File: src/rtl/radar_pkg.sv
// Shared definitions for the radar display chain: segment codes, the BCD
// converter state type and the nibble-to-segment decoder.
package radar_pkg;

  localparam logic [6:0] SEG_DASH  = 7'b0000001;
  localparam logic [6:0] SEG_BLANK = 7'b0000000;

  typedef enum logic [1:0] {
    ST_IDLE  = 2'd0,
    ST_SHIFT = 2'd1,
    ST_DONE  = 2'd2
  } conv_state_e;

  // Segment order is {a,b,c,d,e,f,g}, active-high; non-decimal nibbles go dark.
  function automatic logic [6:0] seg7_code(input logic [3:0] nibble);
    case (nibble)
      4'd0:    seg7_code = 7'b1111110;
      4'd1:    seg7_code = 7'b0110000;
      4'd2:    seg7_code = 7'b1101101;
      4'd3:    seg7_code = 7'b1111001;
      4'd4:    seg7_code = 7'b0110011;
      4'd5:    seg7_code = 7'b1011011;
      4'd6:    seg7_code = 7'b1011111;
      4'd7:    seg7_code = 7'b1110000;
      4'd8:    seg7_code = 7'b1111111;
      4'd9:    seg7_code = 7'b1111011;
      default: seg7_code = SEG_BLANK;
    endcase
  endfunction

endpackage

File: src/rtl/bin2bcd_seq.sv
// Sequential double-dabble converter with input saturation and a one-deep
// pending sample; only complete results are committed to bcd/ovr.
module bin2bcd_seq
  import radar_pkg::*;
#(
  parameter int BIN_W  = 14,
  parameter int DIGITS = 4
) (
  input  logic                  clk,
  input  logic                  rst_n,
  input  logic [BIN_W-1:0]      din,
  input  logic                  din_valid,
  output logic                  busy,
  output logic                  ovr,
  output logic [4*DIGITS-1:0]   bcd
);

  localparam int          MAX_VAL = 10**DIGITS - 1;
  localparam logic [31:0] MAX_U   = 32'(MAX_VAL);
  localparam int          CNT_W   = $clog2(BIN_W + 1);

  conv_state_e state_q, state_d;

  logic [BIN_W-1:0]    bin_q, bin_d;
  logic [BIN_W-1:0]    pend_val_q, pend_val_d;
  logic                pend_vld_q, pend_vld_d;
  logic [4*DIGITS-1:0] work_q, work_d, work_adj;
  logic [4*DIGITS-1:0] bcd_q, bcd_d;
  logic                ovr_pend_q, ovr_pend_d;
  logic                ovr_q, ovr_d;
  logic [CNT_W-1:0]    cnt_q, cnt_d;

  logic                start;
  logic [BIN_W-1:0]    start_val;
  logic                start_over;

  // A fresh strobe in IDLE takes priority over the held pending sample.
  assign start      = (state_q == ST_IDLE) && (din_valid || pend_vld_q);
  assign start_val  = din_valid ? din : pend_val_q;
  assign start_over = 32'(start_val) > MAX_U;

  for (genvar gi = 0; gi < DIGITS; gi++) begin : g_adj
    assign work_adj[4*gi +: 4] = (work_q[4*gi +: 4] >= 4'd5) ?
                                 work_q[4*gi +: 4] + 4'd3 : work_q[4*gi +: 4];
  end

  always_ff @(posedge clk or negedge rst_n) begin
    if (!rst_n) begin
      state_q <= ST_IDLE;
    end else begin
      state_q <= state_d;
    end
  end

  always_comb begin
    state_d = state_q;
    case (state_q)
      ST_IDLE:  if (start) state_d = ST_SHIFT;
      ST_SHIFT: if (cnt_q == CNT_W'(BIN_W - 1)) state_d = ST_DONE;
      ST_DONE:  state_d = ST_IDLE;
      default:  state_d = ST_IDLE;
    endcase
  end

  always_comb begin
    busy = (state_q != ST_IDLE);
  end

  always_comb begin
    bin_d      = bin_q;
    work_d     = work_q;
    cnt_d      = cnt_q;
    ovr_pend_d = ovr_pend_q;
    bcd_d      = bcd_q;
    ovr_d      = ovr_q;
    pend_vld_d = pend_vld_q;
    pend_val_d = pend_val_q;

    if (state_q != ST_IDLE && din_valid) begin
      pend_vld_d = 1'b1;
      pend_val_d = din;
    end else if (start) begin
      pend_vld_d = 1'b0;
    end

    if (start) begin
      bin_d      = start_over ? BIN_W'(MAX_VAL) : start_val;
      work_d     = '0;
      cnt_d      = '0;
      ovr_pend_d = start_over;
    end else if (state_q == ST_SHIFT) begin
      {work_d, bin_d} = {work_adj, bin_q} << 1;
      cnt_d           = cnt_q + CNT_W'(1);
    end else if (state_q == ST_DONE) begin
      bcd_d = work_q;
      ovr_d = ovr_pend_q;
    end
  end

  always_ff @(posedge clk or negedge rst_n) begin
    if (!rst_n) begin
      bin_q      <= '0;
      work_q     <= '0;
      cnt_q      <= '0;
      ovr_pend_q <= 1'b0;
      bcd_q      <= '0;
      ovr_q      <= 1'b0;
      pend_vld_q <= 1'b0;
      pend_val_q <= '0;
    end else begin
      bin_q      <= bin_d;
      work_q     <= work_d;
      cnt_q      <= cnt_d;
      ovr_pend_q <= ovr_pend_d;
      bcd_q      <= bcd_d;
      ovr_q      <= ovr_d;
      pend_vld_q <= pend_vld_d;
      pend_val_q <= pend_val_d;
    end
  end

  assign bcd = bcd_q;
  assign ovr = ovr_q;

endmodule

File: src/rtl/distance_display.sv
// Radar distance display: BCD conversion plus a multiplexed 7-segment scanner
// with leading-zero blanking, over-range dashes and an anti-ghost gap.
module distance_display
  import radar_pkg::*;
#(
  parameter int CLK_HZ     = 27_000_000,
  parameter int SCAN_HZ    = 1_000,
  parameter int DIGITS     = 4,
  parameter int BIN_W      = 14,
  parameter int LZ_BLANK   = 1,
  parameter int DIG_ACT_LO = 1
) (
  input  logic                clk,
  input  logic                rst_n,
  input  logic [BIN_W-1:0]    dist_cm,
  input  logic                dist_valid,
  output logic                busy,
  output logic                over_range,
  output logic [4*DIGITS-1:0] bcd_out,
  output logic [6:0]          seg_out,
  output logic [DIGITS-1:0]   dig_sel
);

  localparam int DIV = CLK_HZ / SCAN_HZ;
  localparam int PW  = (DIV > 1) ? $clog2(DIV) : 1;
  localparam int IW  = (DIGITS > 1) ? $clog2(DIGITS) : 1;
  localparam logic [DIGITS-1:0] DIG_OFF = (DIG_ACT_LO != 0) ? {DIGITS{1'b1}} : {DIGITS{1'b0}};

  logic [4*DIGITS-1:0] bcd_w;
  logic                ovr_w;

  bin2bcd_seq #(
    .BIN_W  (BIN_W),
    .DIGITS (DIGITS)
  ) u_conv (
    .clk       (clk),
    .rst_n     (rst_n),
    .din       (dist_cm),
    .din_valid (dist_valid),
    .busy      (busy),
    .ovr       (ovr_w),
    .bcd       (bcd_w)
  );

  logic [PW-1:0]     presc_q, presc_d;
  logic [IW-1:0]     idx_q, idx_d;
  logic              run_q, run_d;
  logic [6:0]        seg_q, seg_d;
  logic [DIGITS-1:0] dig_q, dig_d;
  logic              wrap;
  logic [3:0]        nib;
  logic [DIGITS-1:0] upper_nz;

  assign wrap = (presc_q == PW'(DIV - 1));
  assign nib  = bcd_w[4*idx_q +: 4];

  for (genvar gi = 0; gi < DIGITS; gi++) begin : g_upper
    assign upper_nz[gi] = |bcd_w[4*DIGITS-1:4*gi];
  end

  // Scanning stays dark until the first prescaler wrap so digit 0 comes up first.
  always_comb begin
    presc_d = wrap ? PW'(0) : presc_q + PW'(1);
    run_d   = run_q | wrap;
    idx_d   = idx_q;
    if (wrap && run_q) begin
      idx_d = (idx_q == IW'(DIGITS - 1)) ? IW'(0) : idx_q + IW'(1);
    end

    seg_d = SEG_BLANK;
    dig_d = DIG_OFF;
    if (run_q && !wrap) begin
      dig_d = DIG_OFF ^ (DIGITS'(1) << idx_q);
      if (ovr_w) begin
        seg_d = SEG_DASH;
      end else if (LZ_BLANK != 0 && idx_q != IW'(0) && !upper_nz[idx_q]) begin
        seg_d = SEG_BLANK;
      end else begin
        seg_d = seg7_code(nib);
      end
    end
  end

  always_ff @(posedge clk or negedge rst_n) begin
    if (!rst_n) begin
      presc_q <= '0;
      idx_q   <= '0;
      run_q   <= 1'b0;
      seg_q   <= SEG_BLANK;
      dig_q   <= DIG_OFF;
    end else begin
      presc_q <= presc_d;
      idx_q   <= idx_d;
      run_q   <= run_d;
      seg_q   <= seg_d;
      dig_q   <= dig_d;
    end
  end

  assign seg_out    = seg_q;
  assign dig_sel    = dig_q;
  assign bcd_out    = bcd_w;
  assign over_range = ovr_w;

endmodule

File: config.mk
export PLATFORM = sky130hd
export DESIGN_NAME = distance_display
export DESIGN_NICKNAME = d
export VERILOG_FILES = /design/src/rtl/radar_pkg.sv /design/src/rtl/bin2bcd_seq.sv /design/src/rtl/distance_display.sv
export SDC_FILE = /design/constraint.sdc
export NUM_CORES = 1
export LEC_CHECK = 0
export BUFFER_PORTS_ARGS = -buffer_cell sky130_fd_sc_hd__buf_2
export CAP_MARGIN = 20
export CORE_MARGIN = 2
export CORE_UTILIZATION = 55
export DETAILED_ROUTE_END_ITERATION = 6
export PLACE_DENSITY = 0.73
export SETUP_SLACK_MARGIN = 0.02
export SYNTH_ARGS = -nofsm -noshare
export SYNTH_HDL_FRONTEND = slang
export SYNTH_SLANG_ARGS = --single-unit
File: constraint.sdc
create_clock -name clk -period 2.71 [get_ports clk]
set_clock_uncertainty 0.2 [all_clocks]
set_input_delay 0.1355 -clock clk [delete_from_list [all_inputs] [get_ports clk]]
set_output_delay 0.1355 -clock clk [all_outputs]
set_load 0.02 [all_outputs]
Yosys cells after proc, flatten, opt, wreduce, memory -nomap -nowiden
Memory sizes are Yosys's and may differ from the RTL's.
Index checks and enable logic that the tools add are counted.
{"block": "word_totals", "ff_bits": 98, "romBits": 112, "elab_cells": 85, "mem_count": 1}
{"name": "(no name shown)", "words": 16, "word_bits": 7, "read_ports": 1, "rd_ports_with_merged_regs": 0, "wr": 0, "line_no": "radar_pkg.sv:16", "text": "case (nibble)"}
{"block": "classes", "add_sub_neg": 7, "magnitude_cmp": 6, "n_eq_ne": 7, "shifts": 2, "n_mux": 25, "n_bitwise": 4, "reduce_logical": 19}
{"operator": "$mux 14", "n": 4}
{"operator": "$mux 16", "n": 2}
{"operator": "$mux 4", "n": 6}
{"operator": "$mux 7", "n": 3}
{"operator": "$ge 4x3->1 const B", "n": 4}
{"operator": "$reduce_or 16->1", "n": 1}
{"operator": "$shiftx 16x5->4", "n": 1}
{"operator": "$add 15x1->15 const B", "n": 1}
{"operator": "$eq 15x15->1 const B", "n": 1}
{"operator": "$mux 15", "n": 1}
{"operator": "$gt 14x14->1 const B", "n": 1}
{"operator": "$add 4x2->4 const B", "n": 3}
{"operator": "$reduce_or 12->1", "n": 1}
{"operator": "$reduce_bool 2->1", "n": 4}
{"operator": "$reduce_or 8->1", "n": 1}
{"operator": "$mux 2", "n": 3}
{"operator": "$logic_and 1x1->1", "n": 5}
{"operator": "$add 4x1->4 const B", "n": 1}
{"operator": "$eq 2x2->1 const B", "n": 2}
{"operator": "$eq 4x4->1 const B", "n": 1}
{"operator": "$ne 2x1->1 const B", "n": 2}
{"operator": "$not 4->4", "n": 1}
{"operator": "$pmux 2 s2", "n": 1}
{"operator": "$reduce_or 4->1", "n": 1}
{"operator": "other kinds (15)", "n": 19}

Logic depth before layout (Yosys ltp)
Gate-level depths: netlist (run 1).
{"block": "logic_depth", "depth_word": 8, "depth_mapped": 8, "mapped_depth_nobuf": 7}

By module
Synthesis (run 1) repeated with hierarchy kept, for this count alone.
{"block": "hier_totals", "hier_cells": 440, "area_unflattened_um2": 4853.4}
{"module": "bin2bcd_seq", "instances": 1, "cells_per_inst": 303, "area_each_um2": 3335.7, "seq_area_each_um2": 1726.7}
{"module": "distance_display", "instances": 1, "cells_per_inst": 137, "area_each_um2": 1517.7, "seq_area_each_um2": 730.7}

Worst setup path after synthesis (run 1)
OpenSTA, ideal clock, no wires.
{"block": "synth_path", "kind": "reg-to-reg", "start": "register idx_q[1]", "end": "register seg_q[0] (netlist: seg_out[0])", "setup_ps": 123, "t_arrival_ps": 1875, "required_ps": 2387, "setup_slack_ps": 512, "stages_incl_launch_ff": 8, "path_buffers": 1, "synth_period_minus_slack_ps": 2198, "path_cell_list": "dfrtp_1 > clkbuf_1 > inv_1 > ha_1 > or4_1 > a2111o_1 > a21oi_1 > nor2_1"}
{"block": "synth_between", "elab_chain_len": 7, "word_cells_on_any_way": 10, "classes_between": "1 x shift; 5 x mux; 3 x reduce/logical; 1 x memory"}
{"element": "start, declared", "line_no": "distance_display.sv:46", "text": "logic [IW-1:0] idx_q, idx_d;"}
{"element": "start signal, assigned", "line_no": "distance_display.sv:93", "text": "idx_q <= idx_d;"}
{"element": "branches (longest 4 deep; another with $mem_v2 16x7)"}
{"element": "$mux 7 *", "line_no": "distance_display.sv:76", "text": "end else if (LZ_BLANK != 0 && idx_q != IW'(0) && !upper_nz[idx_q]) begin"}
{"element": "$mux 7 *", "line_no": "distance_display.sv:74", "text": "if (ovr_w) begin"}
{"element": "$mux 7 *", "line_no": "distance_display.sv:72", "text": "if (run_q && !wrap) begin"}
{"element": "net seg_d[0]", "line_no": "distance_display.sv:48", "text": "logic [6:0] seg_q, seg_d;"}
{"element": "end signal, assigned", "line_no": "distance_display.sv:95", "text": "seg_q <= seg_d;"}
{"element": "end, declared", "line_no": "distance_display.sv:48"}
Mark *: on every way through the listed nets, which the timed path passes. The select of a mux whose other input is x is not followed.
A chain may end at the register's enable or synchronous reset.

Worst setup path in the final report (run 1)
{"block": "layout_path", "start": "register idx_q[0]", "end": "register seg_q[0] (netlist: seg_out[0])"}
Same word-level chain as after synthesis.

==> impl_results.html, run 1 <==
<table>
<tr><th>Metric</th><th>Value</th></tr>
<tr><th colspan="2">Status</th></tr>
<tr><td>Outcome</td><td>finished clean</td></tr>
<tr><th colspan="2">Floorplan</th></tr>
<tr><td>Initial core utilization</td><td>between 50 and 60%</td></tr>
<tr><td>Placement Rows</td><td>34</td></tr>
<tr><td>Standard cell core area</td><td>8590 um2</td></tr>
<tr><td>Total Die Area</td><td>around 9500 um2</td></tr>
<tr><td>Die X-Extent</td><td>a little under 100 um</td></tr>
<tr><td>Vert. Die Dim</td><td>between 90 and 100 um</td></tr>
<tr><td>IO Count</td><td>between 40 and 50</td></tr>
<tr><th colspan="2">Timing</th></tr>
<tr><td>Slew Viols, Final</td><td>0</td></tr>
<tr><td>Final WS setup</td><td>about 0.31 ns</td></tr>
<tr><td>Post-Route Hold Slack</td><td>about 0.12 ns</td></tr>
<tr><td>Number of hold violations in the final report</td><td>0</td></tr>
<tr><td>Final total negative setup slack</td><td>0 ns</td></tr>
<tr><td>RSZ-0062 raised after global routing</td><td>false</td></tr>
<tr><td>Normalized max-slew margin</td><td>39.8%</td></tr>
<tr><td>Setup Viol. Count Final</td><td>0</td></tr>
<tr><td>Measured slew at the worst slew-check pin</td><td>between 0.9 and 1 ns</td></tr>
<tr><td>Max Clock Freq</td><td>approximately 420 MHz</td></tr>
<tr><td>Final min period</td><td>2.40 ns</td></tr>
<tr><td>Final clock period utilization by the worst path</td><td>between 80% and 90%</td></tr>
<tr><th colspan="2">Layout</th></tr>
<tr><td>Top library cells by usage in the layout, fill and taps aside</td><td>sky130_fd_sc_hd__dfrtp_1 (94), sky130_fd_sc_hd__nand2_1 (48), sky130_fd_sc_hd__buf_2 (44), sky130_fd_sc_hd__o21ai_0 (30), sky130_fd_sc_hd__mux2_2 (30)</td></tr>
<tr><td>Inserted Diodes</td><td>0</td></tr>
<tr><td>Area overhead of the layout relative to synthesis</td><td>15.1%</td></tr>
<tr><td>Count of fill cells added during filler insertion</td><td>slightly below 700</td></tr>
<tr><td>Proportion of layout cells with a drive suffix above 1</td><td>between 20% and 30%</td></tr>
<tr><td>Cell area after layout</td><td>roughly 5500 um2</td></tr>
<tr><td>Most common cell after layout, fill and taps aside</td><td>sky130_fd_sc_hd__dfrtp_1</td></tr>
<tr><td>Count of nets after finishing</td><td>between 500 and 600</td></tr>
<tr><th colspan="2">Synth</th></tr>
<tr><td>Main area contributors after synthesis</td><td>sky130_fd_sc_hd__dfrtp_1 (49%), sky130_fd_sc_hd__mux2_2 (7.1%), sky130_fd_sc_hd__ha_1 (5.2%), sky130_fd_sc_hd__nand2_1 (3.8%), sky130_fd_sc_hd__o21ai_0 (3.1%)</td></tr>
<tr><td>Largest area contributor in the synthesized netlist</td><td>sky130_fd_sc_hd__dfrtp_1</td></tr>
<tr><td>Register area share after synthesis</td><td>a little over 50%</td></tr>
<tr><td>Syn Std Cell Area</td><td>about 4800 um2</td></tr>
<tr><td>Gate count after technology mapping</td><td>between 400 and 500</td></tr>
<tr><td>Syn. warnings</td><td>0</td></tr>
<tr><td>Flip-flop and latch count after synthesis</td><td>98</td></tr>
<tr><td>Net Count, Synth</td><td>a little under 500</td></tr>
<tr><td>Flip-flop cell with the highest count after synthesis</td><td>sky130_fd_sc_hd__dfrtp_1</td></tr>
<tr><td>Number of enable-type register cells in the synthesized netlist</td><td>0</td></tr>
<tr><td>Synthesized area per cell</td><td>~11 um2</td></tr>
<tr><td>Ys async rst share</td><td>100%</td></tr>
<tr><td>Number of distinct library cell variants in the gate-level netlist after synthesis</td><td>45</td></tr>
<tr><td>Area fraction of the dominant cell type after synthesis</td><td>~49%</td></tr>
<tr><th colspan="2">GRT</th></tr>
<tr><td>Sum of overflow across all layers after global routing</td><td>0</td></tr>
<tr><td>Global-route wire length before repair</td><td>roughly 16,000 um</td></tr>
<tr><td>Global-route total usage across every layer</td><td>20.4%</td></tr>
<tr><td>Number of global-route vias before repair</td><td>roughly 3,300</td></tr>
<tr><td>Antenna violations before repair</td><td>0</td></tr>
<tr><td>Maximum number of pins on one net before global-route repair</td><td>between 50 and 60</td></tr>
<tr><th colspan="2">Setup path</th></tr>
<tr><td>Critical Path Start</td><td>idx_q[0]$_DFFE_PN0P_</td></tr>
<tr><td>Data arrival at the endpoint of the critical path</td><td>about 2.5 ns</td></tr>
<tr><td>Maximum net fanout on the critical path</td><td>9</td></tr>
<tr><td>Number of cells on the worst reg-to-reg path</td><td>6</td></tr>
<tr><td>Type of the worst setup path</td><td>reg -&gt; reg</td></tr>
<tr><td>Largest incremental delay on the critical path</td><td>a little under 0.6 ns</td></tr>
<tr><td>Worst Setup EP</td><td>seg_out[0]$_DFF_PN0_</td></tr>
<tr><td>Crit end category</td><td>register</td></tr>
<tr><td>Crit-path cells</td><td>inv_1 -&gt; ha_1 -&gt; or4_1 -&gt; a2111o_1 -&gt; a21oi_1 -&gt; nor2_1</td></tr>
<tr><td>Crit Reg-Reg Startpoint</td><td>idx_q[0]$_DFFE_PN0P_</td></tr>
<tr><td>Worst path required time</td><td>around 2.8 ns</td></tr>
<tr><td>Reg2reg setup slack</td><td>a little over 0.3 ns</td></tr>
<tr><td>Worst r2r dst</td><td>seg_out[0]$_DFF_PN0_</td></tr>
<tr><td>Critical-path cell with the highest stage delay</td><td>sky130_fd_sc_hd__dfrtp_1</td></tr>
<tr><td>Startpoint class of the critical path</td><td>register</td></tr>
<tr><th colspan="2">Placement</th></tr>
<tr><td># port buffers</td><td>45</td></tr>
<tr><td>Pre-CTS setup slack</td><td>0.345 ns</td></tr>
<tr><td>Placed Instance Area</td><td>about 5000 um2</td></tr>
<tr><td>Half-perimeter wire length of the detailed placement result</td><td>6290 um</td></tr>
<tr><td>RePlAce Congestion</td><td>~0.80</td></tr>
<tr><th colspan="2">Detailed routing</th></tr>
<tr><td>Detailed-routing iteration count for the pre-antenna-repair pass</td><td>4</td></tr>
<tr><td>Mean routed wirelength per cell</td><td>about 15 um</td></tr>
<tr><td>Vias per inst</td><td>between 5 and 6</td></tr>
<tr><td>Post-route antenna net violation count</td><td>0</td></tr>
<tr><td>Initial detailed-routing violation count</td><td>~160</td></tr>
<tr><td>Sum of routed wire length over all layers</td><td>about 9000 um</td></tr>
<tr><td>Total via count after detailed routing</td><td>~3,500</td></tr>
<tr><td>Post-route DRC violation count</td><td>0</td></tr>
<tr><th colspan="2">Clocking</th></tr>
<tr><td>CTS buffer count</td><td>9</td></tr>
<tr><td>Root buffer selected by CTS</td><td>sky130_fd_sc_hd__clkbuf_8</td></tr>
<tr><td>Clock slew seen by the registers of the worst setup and hold paths</td><td>0.10 ns</td></tr>
<tr><td>Maximum clock insertion buffer count</td><td>2</td></tr>
<tr><td>Clock net sink count</td><td>a little under 100</td></tr>
<tr><td>Quantity of gates resized following cts</td><td>0</td></tr>
<tr><td>TritonCTS clock tree</td><td>built</td></tr>
<tr><td>Clock network latency to the later pin of the worst-skew pair</td><td>0.37 ns</td></tr>
<tr><td>Post-CTS Repair Setup Buffers</td><td>0</td></tr>
<tr><td>Max H-tree Level</td><td>3</td></tr>
<tr><th colspan="2">Pwr</th></tr>
<tr><td>IR drop worst, VDD</td><td>0.413 mV</td></tr>
<tr><td>Total leakage power</td><td>~0.0026 uW</td></tr>
<tr><td>Power per standard cell area</td><td>956 nW/um2</td></tr>
<tr><td>Post-layout power</td><td>5270 uW</td></tr>
<tr><th colspan="2">Hold path</th></tr>
<tr><td>Hold Crit Class</td><td>in -&gt; reg</td></tr>
<tr><th colspan="2">Job</th></tr>
<tr><td>Max Cap Violations</td><td>0</td></tr>
</table>
==> area by class of cell <==
cell class / instances / area, um2 / area share (%)
Clock buffer: 12 / 145 / 2.63
Clock inverter: 4 / 76.3 / 1.38
Inverter: 16 / 60.1 / 1.09
Multi-Input combinational cell: 308 / 2180 / 39.5
Sequential cell: 98 / 2460 / 44.6
Tap cell: 108 / 135 / 2.45
Timing Repair Buffer: 69 / 458 / 8.31
==> power breakdown <==
group / switching [uW] / leakage (uW) / internal, uW
Combinational: 1100 / 0.00122 / 885
Clock: 499 / 0.000107 / 548
Sequential: 359 / 0.00124 / 1880
==> logic make-up after synthesis <==
logic type               share of synthesized area, %
multiplexers                                     11.1
XOR/XNOR                                         3.47
AND/OR/NAND/NOR                                  14.6
flip-flops                                       51.3
adder cells (fa/ha/maj)                          5.22
AO/OA/AOI/OAI                                    11.1
buffers and inverters                            3.19
==> worst min path at each step <==
| stage | start | endpoint | cells past startpoint |
|---|---|---|---|
| global route | dist_valid | u_conv.pend_vld_q$_DFFE_PN0P_ | 3 |
| detailed placement | rst_n | presc_q[4]$_DFF_PN0_ | 1 |
| finish | dist_valid | u_conv.pend_vld_q$_DFFE_PN0P_ | 3 |
| global placement | rst_n | presc_q[4]$_DFF_PN0_ | 1 |
| CTS | dist_valid | u_conv.pend_vld_q$_DFFE_PN0P_ | 3 |
| floorplan | rst_n | idx_q[0]$_DFFE_PN0P_ | 0 |
==> stage by stage <==
step	util, %	instances
floorplan	-	445
global placement	59.8	584
detailed placement	59.8	584
CTS	64.1	615
global route	64.1	615
finish	64.1	615
==> registers in the layout, indices dropped and copies added (netlist names) <==
name,count
run_q,1
dig_sel,4
seg_out,7
u_conv.cnt_q,4
u_conv.pend_val_q,14
u_conv.bin_q,14
u_conv.work_q,16
u_conv.ovr,1
u_conv.ovr_pend_q,1
u_conv.bcd,16
presc_q,15
idx_q,2
u_conv.state_q,2
u_conv.pend_vld_q,1
==> what timing repair did <==
action | in CTS | in global routing
hold buffers | 15 | 0
hold endpoints to repair | 75 | 0
setup endpoints to repair | 0 | 0
==> cell usage after synthesis (all sizes together) (5+ instances only) <==
master  count
a31oi       7
dfrtp      94
a31o        6
o21ai      32
inv        16
xor2       10
o31ai       9
mux2       31
buf         9
clkbuf     14
nor2       24
nand2      49
mux2i       9
xnor2       9
and3        9
a21oi      24
ha         20
nor4        6
a32o        5
nand3      19
nand2b      8
==> per-layer routing <==
metal | vias to the layer above | part of all wire [%] | global-route usage [%]
met5 | - | 0 | 0
met4 | 0 | 1.8 | 8.12
met3 | 13 | 2.5 | 3.24
met2 | 62 | 50 | 33.8
met1 | 1714 | 46 | 27.1
li1 | 1687 | - | -
==> critical path: cells and delay by family (launching register included) <==
family	cells	cell delay, ns
compound gates	2	0.64
flops	1	0.59
buf+inv	1	0.15
fa+ha+maj	1	0.25
simple gates	2	0.47
(Power assumes the default switching activity.)
==> inputs of run 2 (changes only) <==
==> constraint.sdc (replaced) <==
create_clock -name clk -period 2.71 [get_ports clk]
set_clock_uncertainty 0.2 [all_clocks]
set_input_delay 0.271 -clock clk [delete_from_list [all_inputs] [get_ports clk]]
set_output_delay 0.271 -clock clk [all_outputs]
set_load 0.02 [all_outputs]
==> run 2 against run 1 <==
  * Global-route usage rose by 0.74 points
  * Flip-flop and latch count did not move
  * Critical path depth did not move
  * Sequential power barely moved
  * Total power fell by 0.51%
  * Sequential share of layout area rose by 0.12 points
  * Worst setup slack improved by 0.022 ns
  * Register-to-register slack improved by 0.02 ns
  * Cell count rose by 0.33%
  * Die area did not move
  * Worst hold slack improved by 0.15 ns
  * Critical endpoint is now seg_out[5]$_DFF_PN0_
==> impl_results.html, run 2 (synthesis results as in run 1) <==
<table>
<tr><th>Metric</th><th>Value</th></tr>
<tr><th colspan="2">Setup path</th></tr>
<tr><td>Startpoint class of the critical path</td><td>register</td></tr>
<tr><td>Worst Setup EP</td><td>seg_out[5]$_DFF_PN0_</td></tr>
<tr><td>Crit end category</td><td>register</td></tr>
<tr><td>Type of the worst setup path</td><td>reg -&gt; reg</td></tr>
<tr><td>Number of cells on the worst reg-to-reg path</td><td>6</td></tr>
<tr><td>Maximum net fanout on the critical path</td><td>9</td></tr>
<tr><td>Data arrival at the endpoint of the critical path</td><td>2.41 ns</td></tr>
<tr><td>Reg2reg setup slack</td><td>~0.33 ns</td></tr>
<tr><td>Crit Reg-Reg Startpoint</td><td>idx_q[0]$_DFFE_PN0P_</td></tr>
<tr><td>Worst r2r dst</td><td>seg_out[5]$_DFF_PN0_</td></tr>
<tr><td>Worst path required time</td><td>roughly 2.8 ns</td></tr>
<tr><td>Critical Path Start</td><td>idx_q[0]$_DFFE_PN0P_</td></tr>
<tr><th colspan="2">Floorplan</th></tr>
<tr><td>Total Die Area</td><td>approximately 9500 um2</td></tr>
<tr><td>Initial core utilization</td><td>55.7%</td></tr>
<tr><td>Die X-Extent</td><td>slightly below 100 um</td></tr>
<tr><td>Vert. Die Dim</td><td>97.3 um</td></tr>
<tr><td>IO Count</td><td>46</td></tr>
<tr><td>Placement Rows</td><td>34</td></tr>
<tr><td>Standard cell core area</td><td>between 8000 and 9000 um2</td></tr>
<tr><th colspan="2">Layout</th></tr>
<tr><td>Number of cells in the finished layout apart from fillers</td><td>617</td></tr>
<tr><td>Most common cell after layout, fill and taps aside</td><td>sky130_fd_sc_hd__dfrtp_1</td></tr>
<tr><td>Layout Utilization</td><td>~64%</td></tr>
<tr><td>Inserted Diodes</td><td>0</td></tr>
<tr><td>Count of nets after finishing</td><td>roughly 540</td></tr>
<tr><td>Top library cells by usage in the layout, fill and taps aside</td><td>sky130_fd_sc_hd__dfrtp_1 (94), sky130_fd_sc_hd__nand2_1 (48), sky130_fd_sc_hd__buf_2 (44), sky130_fd_sc_hd__o21ai_0 (30), sky130_fd_sc_hd__mux2_2 (30)</td></tr>
<tr><td>Proportion of layout cells with a drive suffix above 1</td><td>a little under a quarter</td></tr>
<tr><td>Area overhead of the layout relative to synthesis</td><td>14.8%</td></tr>
<tr><th colspan="2">Clocking</th></tr>
<tr><td>Maximum clock insertion buffer count</td><td>2</td></tr>
<tr><td>TritonCTS clock tree</td><td>built</td></tr>
<tr><td>Number of buffers inserted for hold repair after clock tree synthesis</td><td>15</td></tr>
<tr><td>CTS buffer count</td><td>9</td></tr>
<tr><td>Post-CTS Repair Setup Buffers</td><td>0</td></tr>
<tr><td>Clock network latency to the later pin of the worst-skew pair</td><td>approximately 0.35 ns</td></tr>
<tr><td>Clock slew seen by the registers of the worst setup and hold paths</td><td>0.09 ns</td></tr>
<tr><td>Quantity of gates resized following cts</td><td>0</td></tr>
<tr><td>Clock net sink count</td><td>between 90 and 100</td></tr>
<tr><td>Max H-tree Level</td><td>3</td></tr>
<tr><td>Root buffer selected by CTS</td><td>sky130_fd_sc_hd__clkbuf_8</td></tr>
<tr><th colspan="2">GRT</th></tr>
<tr><td>Sum of overflow across all layers after global routing</td><td>0</td></tr>
<tr><td>Antenna violations before repair</td><td>0</td></tr>
<tr><td>Global-route wire length before repair</td><td>16,400 um</td></tr>
<tr><td>Maximum number of pins on one net before global-route repair</td><td>49</td></tr>
<tr><td>Global-route total usage across every layer</td><td>between 20% and 30%</td></tr>
<tr><td>Number of global-route vias before repair</td><td>~3,500</td></tr>
<tr><th colspan="2">Timing</th></tr>
<tr><td>RSZ-0062 raised after global routing</td><td>false</td></tr>
<tr><td>Final total negative setup slack</td><td>0 ns</td></tr>
<tr><td>Normalized max-slew margin</td><td>40.7%</td></tr>
<tr><td>Max Clock Freq</td><td>about 420 MHz</td></tr>
<tr><td>Setup Viol. Count Final</td><td>0</td></tr>
<tr><td>Measured slew at the worst slew-check pin</td><td>0.889 ns</td></tr>
<tr><td>Slew Viols, Final</td><td>0</td></tr>
<tr><td>Final min period</td><td>between 2 and 2.5 ns</td></tr>
<tr><td>Number of hold violations in the final report</td><td>0</td></tr>
<tr><td>Final clock period utilization by the worst path</td><td>between 80% and 90%</td></tr>
<tr><td>Final WS setup</td><td>roughly 0.33 ns</td></tr>
<tr><th colspan="2">Detailed routing</th></tr>
<tr><td>Mean routed wirelength per cell</td><td>between 15 and 20 um</td></tr>
<tr><td>Post-route DRC violation count</td><td>0</td></tr>
<tr><td>Post-route antenna net violation count</td><td>0</td></tr>
<tr><td>Detailed-routing iteration count for the pre-antenna-repair pass</td><td>4</td></tr>
<tr><td>Sum of routed wire length over all layers</td><td>approximately 9400 um</td></tr>
<tr><td>Post-route met1 wirelength</td><td>about 4300 um</td></tr>
<tr><td>Initial detailed-routing violation count</td><td>between 150 and 200</td></tr>
<tr><td>Max layer used</td><td>met4</td></tr>
<tr><td>Vias per inst</td><td>approximately 5.6</td></tr>
<tr><td>Total via count after detailed routing</td><td>3,457</td></tr>
<tr><td>Met2 Routed Length</td><td>~4700 um</td></tr>
<tr><td>Met3 WL</td><td>between 200 and 300 um</td></tr>
<tr><th colspan="2">Pwr</th></tr>
<tr><td>Power per standard cell area</td><td>around 950 nW/um2</td></tr>
<tr><td>Total leakage power</td><td>~0.0026 uW</td></tr>
<tr><td>IR drop worst, VDD</td><td>roughly 0.45 mV</td></tr>
<tr><td>Post-layout power</td><td>approximately 5200 uW</td></tr>
<tr><th colspan="2">Placement</th></tr>
<tr><td>RePlAce Congestion</td><td>slightly above 0.8</td></tr>
<tr><td>Pre-CTS setup slack</td><td>about 0.33 ns</td></tr>
<tr><td>Placed insts</td><td>between 500 and 600</td></tr>
<tr><td># port buffers</td><td>45</td></tr>
<tr><td>Half-perimeter wire length of the detailed placement result</td><td>around 6500 um</td></tr>
<tr><th colspan="2">Status</th></tr>
<tr><td>Outcome</td><td>finished clean</td></tr>
<tr><th colspan="2">Hold path</th></tr>
<tr><td>Hold Crit Class</td><td>in -&gt; async</td></tr>
<tr><th colspan="2">Job</th></tr>
<tr><td>Max Cap Violations</td><td>0</td></tr>
</table>
==> run 2: where the power goes <==
group | switching [uW] | internal [uW] | total, uW
Sequential | 358 | 1880 | 2230
Clock | 482 | 522 | 1000
Combinational | 1120 | 882 | 2010
==> run 2: area by class of cell <==
type	instances	area, um2
inverters	16	60.1
fillers	704	3100
clock inverters	3	65.1
multi-input cells	308	2180
well taps	108	135
flip-flops and latches	98	2460
clock buffers	13	139
repair buffers	71	460
==> run 2: metrics by stage <==
step / area, um2 / hold slack, ns
4_1_cts: 5500 / 0.266
2_1_floorplan: 4790 / -0.225
5_1_grt: 5500 / 0.305
6_report: 5500 / 0.265
3_3_place_gp: 5140 / 0.123
3_5_place_dp: 5140 / 0.130
==> run 2: worst min path at each step <==
| stage | depth (start not counted) | to | slack [ns] | from |
|---|---|---|---|---|
| 2_1_floorplan | 0 | idx_q[0]$_DFFE_PN0P_ | -0.22 | rst_n |
| 4_1_cts | 3 | u_conv.pend_vld_q$_DFFE_PN0P_ | 0.27 | dist_valid |
| 3_3_place_gp | 1 | presc_q[4]$_DFF_PN0_ | 0.12 | rst_n |
| 6_report | 2 | presc_q[3]$_DFF_PN0_ | 0.27 | rst_n |
| 5_1_grt | 3 | u_conv.pend_vld_q$_DFFE_PN0P_ | 0.30 | dist_valid |
| 3_5_place_dp | 1 | presc_q[5]$_DFF_PN0_ | 0.13 | rst_n |
==> run 2: metal layers <==
layer,vias to the layer above,track usage [%]
li1,1689,-
met1,1701,27.1
met2,53,36.0
met3,14,4.53
met4,0,6.94
met5,-,0
==> run 2: critical path, cell delays in order, from the launching register on <==
cell and delay (ns):
sky130_fd_sc_hd__dfrtp_1 0.58, sky130_fd_sc_hd__inv_1 0.14, sky130_fd_sc_hd__ha_1 0.24, sky130_fd_sc_hd__or4_1 0.41
sky130_fd_sc_hd__a2111o_1 0.45, sky130_fd_sc_hd__nand4b_2 0.17, sky130_fd_sc_hd__a21oi_1 0.07
==> inputs of run 3 (changes only) <==
PLACE_DENSITY = unset   (was 0.73)
PLACE_DENSITY_LB_ADDON = 0.08   (was unset)
==> run 3 against run 2 <==
  * Clock-buffer cell count increased by 1
  * Combinational power about the same
  * Cell count decreased by 0.32%
  * Via count is 2.2% lower
  * Die area stayed put
  * Flip-flop and latch count stayed put
  * Worst setup slack improved by 0.0072 ns
  * Register-to-register slack hardly changed
  * Critical endpoint is now seg_out[6]$_DFF_PN0_
  * Highest routed layer unchanged
==> impl_results.html, run 3 (synthesis results as in run 1) <==
<table>
<tr><th>Metric</th><th>Value</th></tr>
<tr><th colspan="2">Status</th></tr>
<tr><td>Outcome</td><td>finished clean</td></tr>
<tr><th colspan="2">Timing</th></tr>
<tr><td>Measured slew at the worst slew-check pin</td><td>approximately 0.9 ns</td></tr>
<tr><td>Final WS setup</td><td>~0.34 ns</td></tr>
<tr><td>Post-Route Hold Slack</td><td>0.262 ns</td></tr>
<tr><td>Normalized max-slew margin</td><td>between 30% and 40%</td></tr>
<tr><td>Slew Viols, Final</td><td>0</td></tr>
<tr><td>Final min period</td><td>about 2.4 ns</td></tr>
<tr><td>Final clock period utilization by the worst path</td><td>around 87%</td></tr>
<tr><td>Max Clock Freq</td><td>422 MHz</td></tr>
<tr><td>RSZ-0062 raised after global routing</td><td>false</td></tr>
<tr><td>Final total negative setup slack</td><td>0 ns</td></tr>
<tr><td>Setup Viol. Count Final</td><td>0</td></tr>
<tr><td>Number of hold violations in the final report</td><td>0</td></tr>
<tr><th colspan="2">Floorplan</th></tr>
<tr><td>Initial core utilization</td><td>55.7%</td></tr>
<tr><td>Vert. Die Dim</td><td>between 90 and 100 um</td></tr>
<tr><td>Die X-Extent</td><td>97.3 um</td></tr>
<tr><td>Total Die Area</td><td>between 9000 and 10,000 um2</td></tr>
<tr><td>Standard cell core area</td><td>around 8600 um2</td></tr>
<tr><td>Placement Rows</td><td>34</td></tr>
<tr><td>IO Count</td><td>46</td></tr>
<tr><th colspan="2">Clocking</th></tr>
<tr><td>TritonCTS clock tree</td><td>built</td></tr>
<tr><td>CTS buffer count</td><td>9</td></tr>
<tr><td>Clock net sink count</td><td>a little under 100</td></tr>
<tr><td>Quantity of gates resized following cts</td><td>0</td></tr>
<tr><td>Clock slew seen by the registers of the worst setup and hold paths</td><td>0.09 ns</td></tr>
<tr><td>Max H-tree Level</td><td>3</td></tr>
<tr><td>Root buffer selected by CTS</td><td>sky130_fd_sc_hd__clkbuf_8</td></tr>
<tr><td>Maximum clock insertion buffer count</td><td>2</td></tr>
<tr><td>Clock network latency to the later pin of the worst-skew pair</td><td>0.35 ns</td></tr>
<tr><th colspan="2">Layout</th></tr>
<tr><td>Count of fill cells added during filler insertion</td><td>about 700</td></tr>
<tr><td>Area overhead of the layout relative to synthesis</td><td>14.6%</td></tr>
<tr><td>Inserted Diodes</td><td>0</td></tr>
<tr><td>Count of nets after finishing</td><td>539</td></tr>
<tr><td>Top library cells by usage in the layout, fill and taps aside</td><td>sky130_fd_sc_hd__dfrtp_1 (94), sky130_fd_sc_hd__nand2_1 (48), sky130_fd_sc_hd__buf_2 (44), sky130_fd_sc_hd__o21ai_0 (30), sky130_fd_sc_hd__mux2_2 (30)</td></tr>
<tr><td>Proportion of layout cells with a drive suffix above 1</td><td>a little under a quarter</td></tr>
<tr><td>Most common cell after layout, fill and taps aside</td><td>sky130_fd_sc_hd__dfrtp_1</td></tr>
<tr><th colspan="2">Setup path</th></tr>
<tr><td>Family with the most delay on the worst path</td><td>simple AND/OR/NAND/NOR gates</td></tr>
<tr><td>Type of the worst setup path</td><td>reg -&gt; reg</td></tr>
<tr><td>Critical-path cell with the highest stage delay</td><td>sky130_fd_sc_hd__dfrtp_1</td></tr>
<tr><td>Crit-path cells</td><td>inv_1 -&gt; ha_1 -&gt; or4_1 -&gt; a2111o_1 -&gt; nand4b_2 -&gt; nor2_1</td></tr>
<tr><td>Number of gates on the worst path with buffers counted</td><td>6</td></tr>
<tr><td>Buffers and inverters on the worst path</td><td>1</td></tr>
<tr><td>Largest incremental delay on the critical path</td><td>slightly below 0.6 ns</td></tr>
<tr><td>Crit end category</td><td>register</td></tr>
<tr><td>Number of cells on the worst reg-to-reg path</td><td>6</td></tr>
<tr><td>Data arrival at the endpoint of the critical path</td><td>between 2 and 2.5 ns</td></tr>
<tr><td>Worst path required time</td><td>2.76 ns</td></tr>
<tr><td>Maximum net fanout on the critical path</td><td>9</td></tr>
<tr><td>Startpoint class of the critical path</td><td>register</td></tr>
<tr><th colspan="2">GRT</th></tr>
<tr><td>Number of global-route vias before repair</td><td>approximately 3,300</td></tr>
<tr><td>Sum of overflow across all layers after global routing</td><td>0</td></tr>
<tr><td>Antenna violations before repair</td><td>0</td></tr>
<tr><td>Maximum number of pins on one net before global-route repair</td><td>52</td></tr>
<tr><td>Global-route wire length before repair</td><td>15,300 um</td></tr>
<tr><td>Global-route total usage across every layer</td><td>between 10% and 20%</td></tr>
<tr><th colspan="2">Job</th></tr>
<tr><td>Max Cap Violations</td><td>0</td></tr>
<tr><th colspan="2">Pwr</th></tr>
<tr><td>Fraction of power consumed by combinational cells</td><td>about two fifths</td></tr>
<tr><td>Net Sw Power</td><td>approximately 1900 uW</td></tr>
<tr><td>Internal power of the cells</td><td>around 3200 uW</td></tr>
<tr><td>Post-layout power</td><td>5150 uW</td></tr>
<tr><td>Total leakage power</td><td>roughly 0.0026 uW</td></tr>
<tr><td>Clock Power Share</td><td>18.4%</td></tr>
<tr><td>IR drop worst, VDD</td><td>0.442 mV</td></tr>
<tr><td>Power per standard cell area</td><td>approximately 940 nW/um2</td></tr>
<tr><td>Sw frac</td><td>37.2%</td></tr>
<tr><td>Sequential cell fraction of total power</td><td>43.2%</td></tr>
<tr><th colspan="2">Detailed routing</th></tr>
<tr><td>Post-route DRC violation count</td><td>0</td></tr>
<tr><td>Sum of routed wire length over all layers</td><td>8890 um</td></tr>
<tr><td>Mean routed wirelength per cell</td><td>roughly 14 um</td></tr>
<tr><td>Detailed-routing iteration count for the pre-antenna-repair pass</td><td>4</td></tr>
<tr><td>Vias per inst</td><td>5.50</td></tr>
<tr><td>Post-route antenna net violation count</td><td>0</td></tr>
<tr><td>Initial detailed-routing violation count</td><td>~130</td></tr>
<tr><td>Total via count after detailed routing</td><td>about 3,400</td></tr>
<tr><th colspan="2">Placement</th></tr>
<tr><td>Half-perimeter wire length of the detailed placement result</td><td>~6000 um</td></tr>
<tr><td># port buffers</td><td>between 40 and 50</td></tr>
<tr><td>Pre-CTS setup slack</td><td>approximately 0.35 ns</td></tr>
<tr><td>RePlAce Congestion</td><td>approximately 0.8</td></tr>
<tr><th colspan="2">Hold path</th></tr>
<tr><td>Hold Crit Class</td><td>in -&gt; async</td></tr>
</table>
run 3: final cells by class:
| type | count | area, um2 | area share [%] |
|---|---|---|---|
| sequential | 98 | 2460 | 44.8 |
| multi-input combinational | 308 | 2180 | 39.7 |
| timing repair buffer | 69 | 458 | 8.34 |
| clock buffer | 14 | 163 | 2.96 |
| tap | 108 | 135 | 2.46 |
| inverter | 16 | 60.1 | 1.09 |
| clock inverter | 2 | 35.0 | 0.638 |
run 3: repair_timing:
action                    CTS  global route
hold buffers               15             0
buffers inserted            0             0
hold endpoints to repair   57             0
run 3: power by group through the flow:
| stage | logic [uW] | registers [uW] | clock network [uW] |
|---|---|---|---|
| floorplan | 1410 | 2260 | 0 |
| global placement | 1930 | 2230 | 0 |
| detailed placement | 1980 | 2250 | 0 |
| CTS | 2000 | 2220 | 976 |
| global route | 2220 | 2290 | 1040 |
| finish | 1980 | 2230 | 945 |
run 3: path summary, 6_finish.rpt:
path                                       from                       endpoint  slack [ns]
setup / recovery           idx_q[0]$_DFFE_PN0P_           seg_out[6]$_DFF_PN0_        0.34
hold / removal                            rst_n           presc_q[5]$_DFF_PN0_        0.26
setup reg to reg           idx_q[0]$_DFFE_PN0P_           seg_out[6]$_DFF_PN0_        0.34
hold reg to reg            presc_q[0]$_DFF_PN0_           presc_q[0]$_DFF_PN0_        0.28
max in group asynchronous                 rst_n    u_conv.cnt_q[0]$_DFFE_PN0P_        1.36
min in group clk                     dist_valid  u_conv.pend_vld_q$_DFFE_PN0P_        0.28
run 3: per-stage QoR:
step | area [um2] | cells | util (%)
after global placement | 5140 | 584 | 59.8
final | 5490 | 615 | 63.9
after global routing | 5490 | 615 | 63.9
after floorplan | 4790 | 445 | -
after CTS | 5490 | 615 | 63.9
after detailed placement | 5140 | 584 | 59.8
run 3: per-layer routing:
metal | share of wire [%] | up-vias | track usage (%)
li1 | - | 1677 | -
met4 | 1.8 | 0 | 8.44
met5 | 0 | - | 0
met2 | 48 | 51 | 32.4
met3 | 3.1 | 13 | 3.09
met1 | 47 | 1640 | 26.3
